==> config.mk <==
export PLATFORM = sky130hd
export DESIGN_NAME = mem_arbiter
export DESIGN_NICKNAME = d
export VERILOG_FILES = /design/src/rtl/mem_arbiter_pkg.sv /design/src/rtl/mem_arbiter_rr_pick.sv /design/src/rtl/mem_arbiter.sv
export SDC_FILE = /design/constraint.sdc
export NUM_CORES = 1
export LEC_CHECK = 0
export CORE_ASPECT_RATIO = 1.2
export CORE_UTILIZATION = 44
export CTS_BUF_LIST = sky130_fd_sc_hd__clkbuf_16
export DETAILED_ROUTE_END_ITERATION = 8
export PLACE_DENSITY = 0.88
export SLEW_MARGIN = 0
export SYNTH_ARGS = -nofsm -noshare
export SYNTH_HDL_FRONTEND = slang
export SYNTH_SLANG_ARGS = --single-unit
==> constraint.sdc <==
create_clock -name clock -period 6 [get_ports clock]
set_input_delay 1.2 -clock clock [delete_from_list [all_inputs] [get_ports clock]]
set_output_delay 1.2 -clock clock [all_outputs]
set_load 0.01 [all_outputs]
==> src/rtl/mem_arbiter_pkg.sv <==
// ---------------------------------------------------------------------------
// mem_arbiter_pkg
// Shared definitions for the memory arbiter slice: memory geometry, the
// memory-map base addresses of the shared byte memory, the arbiter FSM state
// type and the address range check used on every access.
// ---------------------------------------------------------------------------
package mem_arbiter_pkg;

    // Memory geometry: byte-addressed memory, accessed as 16-bit words made of
    // the bytes at {addr, addr+1}.
    localparam int MEM_DEPTH  = 2048;
    localparam int MEM_WIDTH  = 8;
    localparam int WORD_WIDTH = 16;
    localparam int ADDR_WIDTH = 16;

    // Memory-map base addresses of the shared data structures.
    localparam logic [ADDR_WIDTH-1:0] KNOWN_SINK_COUNT_BASE = 16'h0688;
    localparam logic [ADDR_WIDTH-1:0] Q_VALUE_BASE          = 16'h01C8;

    typedef enum logic [1:0] {
        ST_IDLE   = 2'd0,
        ST_ACCESS = 2'd1,
        ST_LOCKED = 2'd2
    } arb_state_t;

    // A word access touches addr and addr+1, so the last legal word address
    // is depth-2.
    function automatic logic addr_in_range(input logic [ADDR_WIDTH-1:0] a,
                                           input int depth);
        return (int'({16'd0, a}) <= (depth - 2));
    endfunction

endpackage

==> src/rtl/mem_arbiter_rr_pick.sv <==
// ---------------------------------------------------------------------------
// rr_pick
// Round-robin winner selection. Candidates are searched starting at
// last_owner+1 (mod N_REQ) and wrapping; the first requester found wins.
// Ports:
//   req        in  N_REQ  requests eligible for this arbitration
//   last_owner in  IDX_W  requester that was served most recently
//   grant      out N_REQ  one-hot winner (all zero when no request)
//   valid      out 1      at least one request present
// ---------------------------------------------------------------------------
module rr_pick #(
    parameter int N_REQ = 3,
    parameter int IDX_W = 2
) (
    input  logic [N_REQ-1:0] req,
    input  logic [IDX_W-1:0] last_owner,
    output logic [N_REQ-1:0] grant,
    output logic             valid
);

    localparam int SW = IDX_W + 1;

    // rot_idx[k] is the requester visited k-th in the search order, so
    // rot_req is the request vector rotated to put last_owner+1 at bit 0.
    logic [IDX_W-1:0] rot_idx [N_REQ];
    logic [N_REQ-1:0] rot_req;

    genvar gi;
    generate
        for (gi = 0; gi < N_REQ; gi++) begin : g_rot
            logic [SW-1:0] sum;
            assign sum          = {1'b0, last_owner} + SW'(gi + 1);
            assign rot_idx[gi]  = (sum >= SW'(N_REQ)) ? IDX_W'(sum - SW'(N_REQ))
                                                      : IDX_W'(sum);
            assign rot_req[gi]  = req[rot_idx[gi]];
        end
    endgenerate

    // Scan from the far end so the lowest search position wins.
    always_comb begin
        grant = '0;
        valid = 1'b0;
        for (int k = N_REQ - 1; k >= 0; k--) begin
            if (rot_req[k]) begin
                grant             = '0;
                grant[rot_idx[k]] = 1'b1;
                valid             = 1'b1;
            end
        end
    end

endmodule

==> src/rtl/mem_arbiter.sv <==
// ---------------------------------------------------------------------------
// mem_arbiter
// Shares one word-wide memory port between N_REQ requesters. Arbitration is
// round-robin; an owner may hold the port with lock for read-modify-write
// sequences, and a lock left idle for LOCK_MAX cycles is force-released.
// Each access takes one ACCESS cycle, during which ack[owner] is strobed and
// the memory is driven from latched command registers.
// Ports:
//   clock, reset         clock and synchronous active-high reset
//   req/lock/wr_en       per-requester request, lock and write select
//   addr/wdata           per-requester byte address and write word (slice i)
//   ack/err/rdata        one-hot completion, out-of-range flag, read word
//   lock_timeout         one-cycle pulse when a lock is force-released
//   mem_address/mem_wr_en/mem_data_in/mem_data_out   memory port
// ---------------------------------------------------------------------------
module mem_arbiter #(
    parameter int N_REQ      = 3,
    parameter int LOCK_MAX   = 15,
    parameter int MEM_DEPTH  = mem_arbiter_pkg::MEM_DEPTH,
    parameter int WORD_WIDTH = mem_arbiter_pkg::WORD_WIDTH
) (
    input  logic                                    clock,
    input  logic                                    reset,
    input  logic [N_REQ-1:0]                        req,
    input  logic [N_REQ-1:0]                        lock,
    input  logic [N_REQ-1:0]                        wr_en,
    input  logic [N_REQ*mem_arbiter_pkg::ADDR_WIDTH-1:0] addr,
    input  logic [N_REQ*WORD_WIDTH-1:0]             wdata,
    output logic [N_REQ-1:0]                        ack,
    output logic                                    err,
    output logic [WORD_WIDTH-1:0]                   rdata,
    output logic                                    lock_timeout,
    output logic [mem_arbiter_pkg::ADDR_WIDTH-1:0]  mem_address,
    output logic                                    mem_wr_en,
    output logic [WORD_WIDTH-1:0]                   mem_data_in,
    input  logic [WORD_WIDTH-1:0]                   mem_data_out
);

    import mem_arbiter_pkg::*;

    localparam int IDX_W  = (N_REQ > 1) ? $clog2(N_REQ) : 1;
    localparam int CNT_W  = $clog2(LOCK_MAX + 1);
    localparam int ADDR_W = ADDR_WIDTH;

    // FSM and command state
    arb_state_t        state_reg;
    logic [IDX_W-1:0]  owner_reg;
    logic [IDX_W-1:0]  last_owner_reg;
    logic [ADDR_W-1:0] cmd_addr_reg;
    logic              cmd_wr_reg;
    logic [WORD_WIDTH-1:0] cmd_wdata_reg;
    logic [CNT_W-1:0]  idle_cnt_reg;
    logic              excl_valid_reg;
    logic [IDX_W-1:0]  excl_idx_reg;
    logic              lock_timeout_reg;

    // Per-requester views of the flattened buses
    logic [ADDR_W-1:0]     addr_arr  [N_REQ];
    logic [WORD_WIDTH-1:0] wdata_arr [N_REQ];
    logic [N_REQ-1:0]      owner_onehot;
    logic [N_REQ-1:0]      excl_mask;

    genvar gi;
    generate
        for (gi = 0; gi < N_REQ; gi++) begin : g_slice
            assign addr_arr[gi]     = addr[gi*ADDR_W +: ADDR_W];
            assign wdata_arr[gi]    = wdata[gi*WORD_WIDTH +: WORD_WIDTH];
            assign owner_onehot[gi] = (owner_reg == IDX_W'(gi));
            assign excl_mask[gi]    = excl_valid_reg && (excl_idx_reg == IDX_W'(gi));
        end
    endgenerate

    // A force-released owner sits out the next arbitration, but only when
    // somebody else is actually asking; otherwise it may win again.
    logic [N_REQ-1:0] others_req;
    logic [N_REQ-1:0] arb_req;
    assign others_req = req & ~excl_mask;
    assign arb_req    = (others_req != '0) ? others_req : req;

    logic [N_REQ-1:0] pick_grant;
    logic             pick_valid;
    logic [IDX_W-1:0] pick_idx;

    rr_pick #(
        .N_REQ (N_REQ),
        .IDX_W (IDX_W)
    ) u_rr_pick (
        .req        (arb_req),
        .last_owner (last_owner_reg),
        .grant      (pick_grant),
        .valid      (pick_valid)
    );

    always_comb begin
        pick_idx = '0;
        for (int i = 0; i < N_REQ; i++) begin
            if (pick_grant[i]) begin
                pick_idx = IDX_W'(i);
            end
        end
    end

    // Command source: the round-robin winner from IDLE, the owner from LOCKED.
    logic [IDX_W-1:0] sel_idx;
    assign sel_idx = (state_reg == ST_LOCKED) ? owner_reg : pick_idx;

    always_ff @(posedge clock) begin
        if (reset) begin
            state_reg        <= ST_IDLE;
            owner_reg        <= '0;
            last_owner_reg   <= IDX_W'(N_REQ - 1);
            cmd_addr_reg     <= '0;
            cmd_wr_reg       <= 1'b0;
            cmd_wdata_reg    <= '0;
            idle_cnt_reg     <= '0;
            excl_valid_reg   <= 1'b0;
            excl_idx_reg     <= '0;
            lock_timeout_reg <= 1'b0;
        end else begin
            lock_timeout_reg <= 1'b0;
            case (state_reg)
                ST_IDLE: begin
                    if (pick_valid) begin
                        owner_reg      <= pick_idx;
                        cmd_addr_reg   <= addr_arr[sel_idx];
                        cmd_wr_reg     <= wr_en[sel_idx];
                        cmd_wdata_reg  <= wdata_arr[sel_idx];
                        excl_valid_reg <= 1'b0;
                        state_reg      <= ST_ACCESS;
                    end
                end
                ST_ACCESS: begin
                    last_owner_reg <= owner_reg;
                    idle_cnt_reg   <= '0;
                    state_reg      <= lock[owner_reg] ? ST_LOCKED : ST_IDLE;
                end
                ST_LOCKED: begin
                    if (req[owner_reg]) begin
                        cmd_addr_reg  <= addr_arr[sel_idx];
                        cmd_wr_reg    <= wr_en[sel_idx];
                        cmd_wdata_reg <= wdata_arr[sel_idx];
                        idle_cnt_reg  <= '0;
                        state_reg     <= ST_ACCESS;
                    end else if (!lock[owner_reg]) begin
                        idle_cnt_reg <= '0;
                        state_reg    <= ST_IDLE;
                    end else if (idle_cnt_reg == CNT_W'(LOCK_MAX - 1)) begin
                        // This idle cycle is the LOCK_MAX-th: release the lock.
                        idle_cnt_reg     <= '0;
                        lock_timeout_reg <= 1'b1;
                        excl_valid_reg   <= 1'b1;
                        excl_idx_reg     <= owner_reg;
                        state_reg        <= ST_IDLE;
                    end else begin
                        idle_cnt_reg <= idle_cnt_reg + 1'b1;
                    end
                end
                default: state_reg <= ST_IDLE;
            endcase
        end
    end

    // Access-cycle outputs are qualified by reset so that a reset arriving in
    // the ACCESS cycle kills both the ack and the write before the edge.
    logic in_access;
    logic cmd_in_range;
    assign in_access    = (state_reg == ST_ACCESS) && !reset;
    assign cmd_in_range = addr_in_range(cmd_addr_reg, MEM_DEPTH);

    assign ack          = in_access ? owner_onehot : '0;
    assign err          = in_access && !cmd_in_range;
    assign mem_wr_en    = in_access && cmd_wr_reg && cmd_in_range;
    assign rdata        = (in_access && cmd_in_range) ? mem_data_out : '0;
    assign lock_timeout = lock_timeout_reg && !reset;

    // Command registers only load on entry to ACCESS, so the memory address
    // and write data naturally hold their last value in the other states.
    assign mem_address  = reset ? '0 : cmd_addr_reg;
    assign mem_data_in  = reset ? '0 : cmd_wdata_reg;

endmodule

==> impl_metrics.json <==
{
  "status": "complete, no violations",
  "clock_latency_ns": 0.29,
  "finalClockSkew_ns": 0.00413,
  "vias_per_cell": 5.33,
  "cts_tree": "done",
  "holdPathStages": 2,
  "setup-tns-final_ns": 0,
  "worst_pin_slew_ns": 1.11,
  "grt_max_degree": 45,
  "initial_utilization_pct": 45.3,
  "reg2reg_slack_ns": 2.42,
  "antenna_found_initial": 0,
  "num_rows": 35,
  "relSlewSlack_pct": 25.9,
  "reg2regPathDepth": 8,
  "finalMaxSlewViolations": 0,
  "min_period_ns": 4.40,
  "finalSetupViolCount": 0,
  "clock-sinks": 47,
  "syn_to_final_growth_pct": 54.2,
  "cts-root-buf": "clkbuf_16",
  "grt_use_met1_pct": 28.5,
  "top_usage_layer": "met2",
  "grt_usage_pct": 24.4,
  "wl_um": 10400,
  "grt_pass1_vias": 3275,
  "regToRegEndpoint": "cmd_addr_reg[15]$_SDFFE_PP0P_",
  "ys_types": 58,
  "antenna_cells": 0,
  "synth-edff-count": 0,
  "cp-start-kind": "input port",
  "crit_required_ns": 4.80,
  "clockBufferDepth": 2,
  "synth_cells": 378,
  "rsz0062_at_grt": "false",
  "ys_seq_elements": 47,
  "grtUsageMet2_pct": 43.6,
  "ant_nets": 0,
  "post_cts_buffers": 0,
  "nNetsFinal": 674,
  "hold_path_startpoint": "cmd_wr_reg$_SDFFE_PP0P_",
  "postLayoutCellArea_sq_um": 5320,
  "yosys_warnings": 0,
  "critPathKind": "in2out",
  "firstDrtPassIters": 4,
  "htreeDepth": 2,
  "yosys.area.top_type_share_pct": 27.2,
  "syn_area_per_cell_sq_um": 9.14,
  "die_y_um": 99.0,
  "fin_crit_sh_pct": 73.4,
  "grtUsageMet3_pct": 6.11,
  "yosysSeqAreaShare_pct": 27.2,
  "wl_per_cell_um": 16.4,
  "end_kind": "output port",
  "fillCellCount": 596,
  "leakagePower_nw": 2.17,
  "async_reset_ff_share_pct": 0,
  "dpl_cell_area_sq_um": 5180,
  "die_area_sq_um": 8210,
  "final_hold_viol_count": 0,
  "remaining_drc_errors": 0,
  "ir_drop_mv": 0.336,
  "num_vias": 3383,
  "synth_most_common_cell": "dfxtp_1",
  "cts_resized": 0,
  "pin_count": 177,
  "hold_end": "cmd_wr_reg$_SDFFE_PP0P_",
  "fmax_mhz": 227,
  "power.total_w": 0.00197,
  "clk_pin_slew_ns": 0.07,
  "mappedNetlistNets": 510,
  "netlist_area_sq_um": 3450,
  "overflow": 0,
  "drtIter0Drc": 86,
  "hold_class": "reg2reg",
  "cts-buffers-inserted": 5,
  "drive_gt1_share_pct": 12.2,
  "max_cap_violations": 0,
  "grt_pass1_wl_um": 16300,
  "yosys_most_used_dff": "dfxtp_1",
  "gp_congestion": 0.896,
  "synthTopCellsByCount": "dfxtp_1, inv_1, mux2i_1",
  "ys_top_cells_by_area": "dfxtp_1, o221ai_2, mux2i_1",
  "synth_top_area_cell": "dfxtp_1",
  "arrival_ns": 3.20,
  "cts_hold_buf": 0,
  "cellPowerDensity_nw_per_um2": 370,
  "timing.critical_path.fanout_max": 17,
  "die_w_um": 82.9,
  "dp_hpwl_um": 8040,
  "portBuffers": 176,
  "r2r_start": "last_owner_reg[0]$_SDFFE_PP0N_",
  "coreArea_sq_um": 7620
}
==> how the worst max path moves through the flow <==
stage	depth (start not counted)	endpoint	from	slack, ns
floorplan	5	rdata[10]	reset	2.51
global route	6	mem_wr_en	reset	1.46
detailed placement	6	mem_wr_en	reset	1.62
CTS	6	mem_wr_en	reset	1.62
finish	6	mem_wr_en	reset	1.60
global placement	6	mem_wr_en	reset	1.66
==> per-stage QoR <==
| step | hold WS (ns) | std cells | setup WS, ns | util [%] |
|---|---|---|---|---|
| CTS | 0.502 | 635 | 1.62 | 69.9 |
| floorplan | 0.454 | 378 | 2.51 | - |
| finish | 0.503 | 635 | 1.60 | 69.9 |
| global placement | 0.506 | 627 | 1.66 | 68.0 |
| global route | 0.551 | 635 | 1.46 | 69.9 |
| detailed placement | 0.487 | 627 | 1.62 | 68.0 |
==> layer usage <==
metal	routed length, um	part of all wire [%]
met1	4150	40
met2	5320	51
met3	704	6.8
met4	238	2.3
met5	0	0
==> area by class of cell <==
| type | instances | area [sq um] | share of cell area (%) |
|---|---|---|---|
| inverters | 44 | 165 | 3.10 |
| clock buffers | 5 | 125 | 2.35 |
| flip-flops and latches | 47 | 941 | 17.7 |
| multi-input cells | 265 | 2180 | 40.9 |
| clock inverters | 3 | 18.8 | 0.353 |
| repair buffers | 179 | 1780 | 33.4 |
| well taps | 92 | 115 | 2.16 |
==> cell usage in the layout, fill, tap and decap left out, drive strengths merged, types with 2 or more instances in the layout <==
cell	instances
clkdlybuf4s50	175
dfxtp	47
inv	45
mux2i	40
nand2	38
nor2b	35
o221ai	33
nor2	22
and2	18
ha	9
nor3	8
o21ai	6
nand3	5
clkbuf	5
o211ai	4
buf	4
nand4	3
a21oi	3
o2111ai	3
o21a	3
nor4	3
o31ai	3
a21o	3
a211oi	3
nor3b	2
xor2	2
clkinv	2
o311ai	2
==> critical path: stages <==
cell             delay, ns
buf_2                 0.11
inv_1                 0.10
nand2_1               0.14
nor4_2                0.83
and2_1                0.26
clkdlybuf4s50_1       0.55
==> cell families (layout without fill, tap and decap cells) <==
logic type	Yosys count	count (layout)	share of synthesized area [%]
flops	47	47	27.2
fa+ha+maj	9	9	3.26
buf+inv	66	231	9.85
mux	41	41	11.9
simple gates	138	138	21.4
compound gates	74	74	25.6
xor+xnor	3	3	0.761
==> power breakdown <==
group / internal [W] / total, W / switching (W)
Clock: 0.000155 / 0.000277 / 0.000122
Sequential: 0.000407 / 0.000463 / 0.0000560
Combinational: 0.000576 / 0.00123 / 0.000652
Total: 0.00114 / 0.00197 / 0.000831
Note: power is estimated with default switching activity, not from simulation.
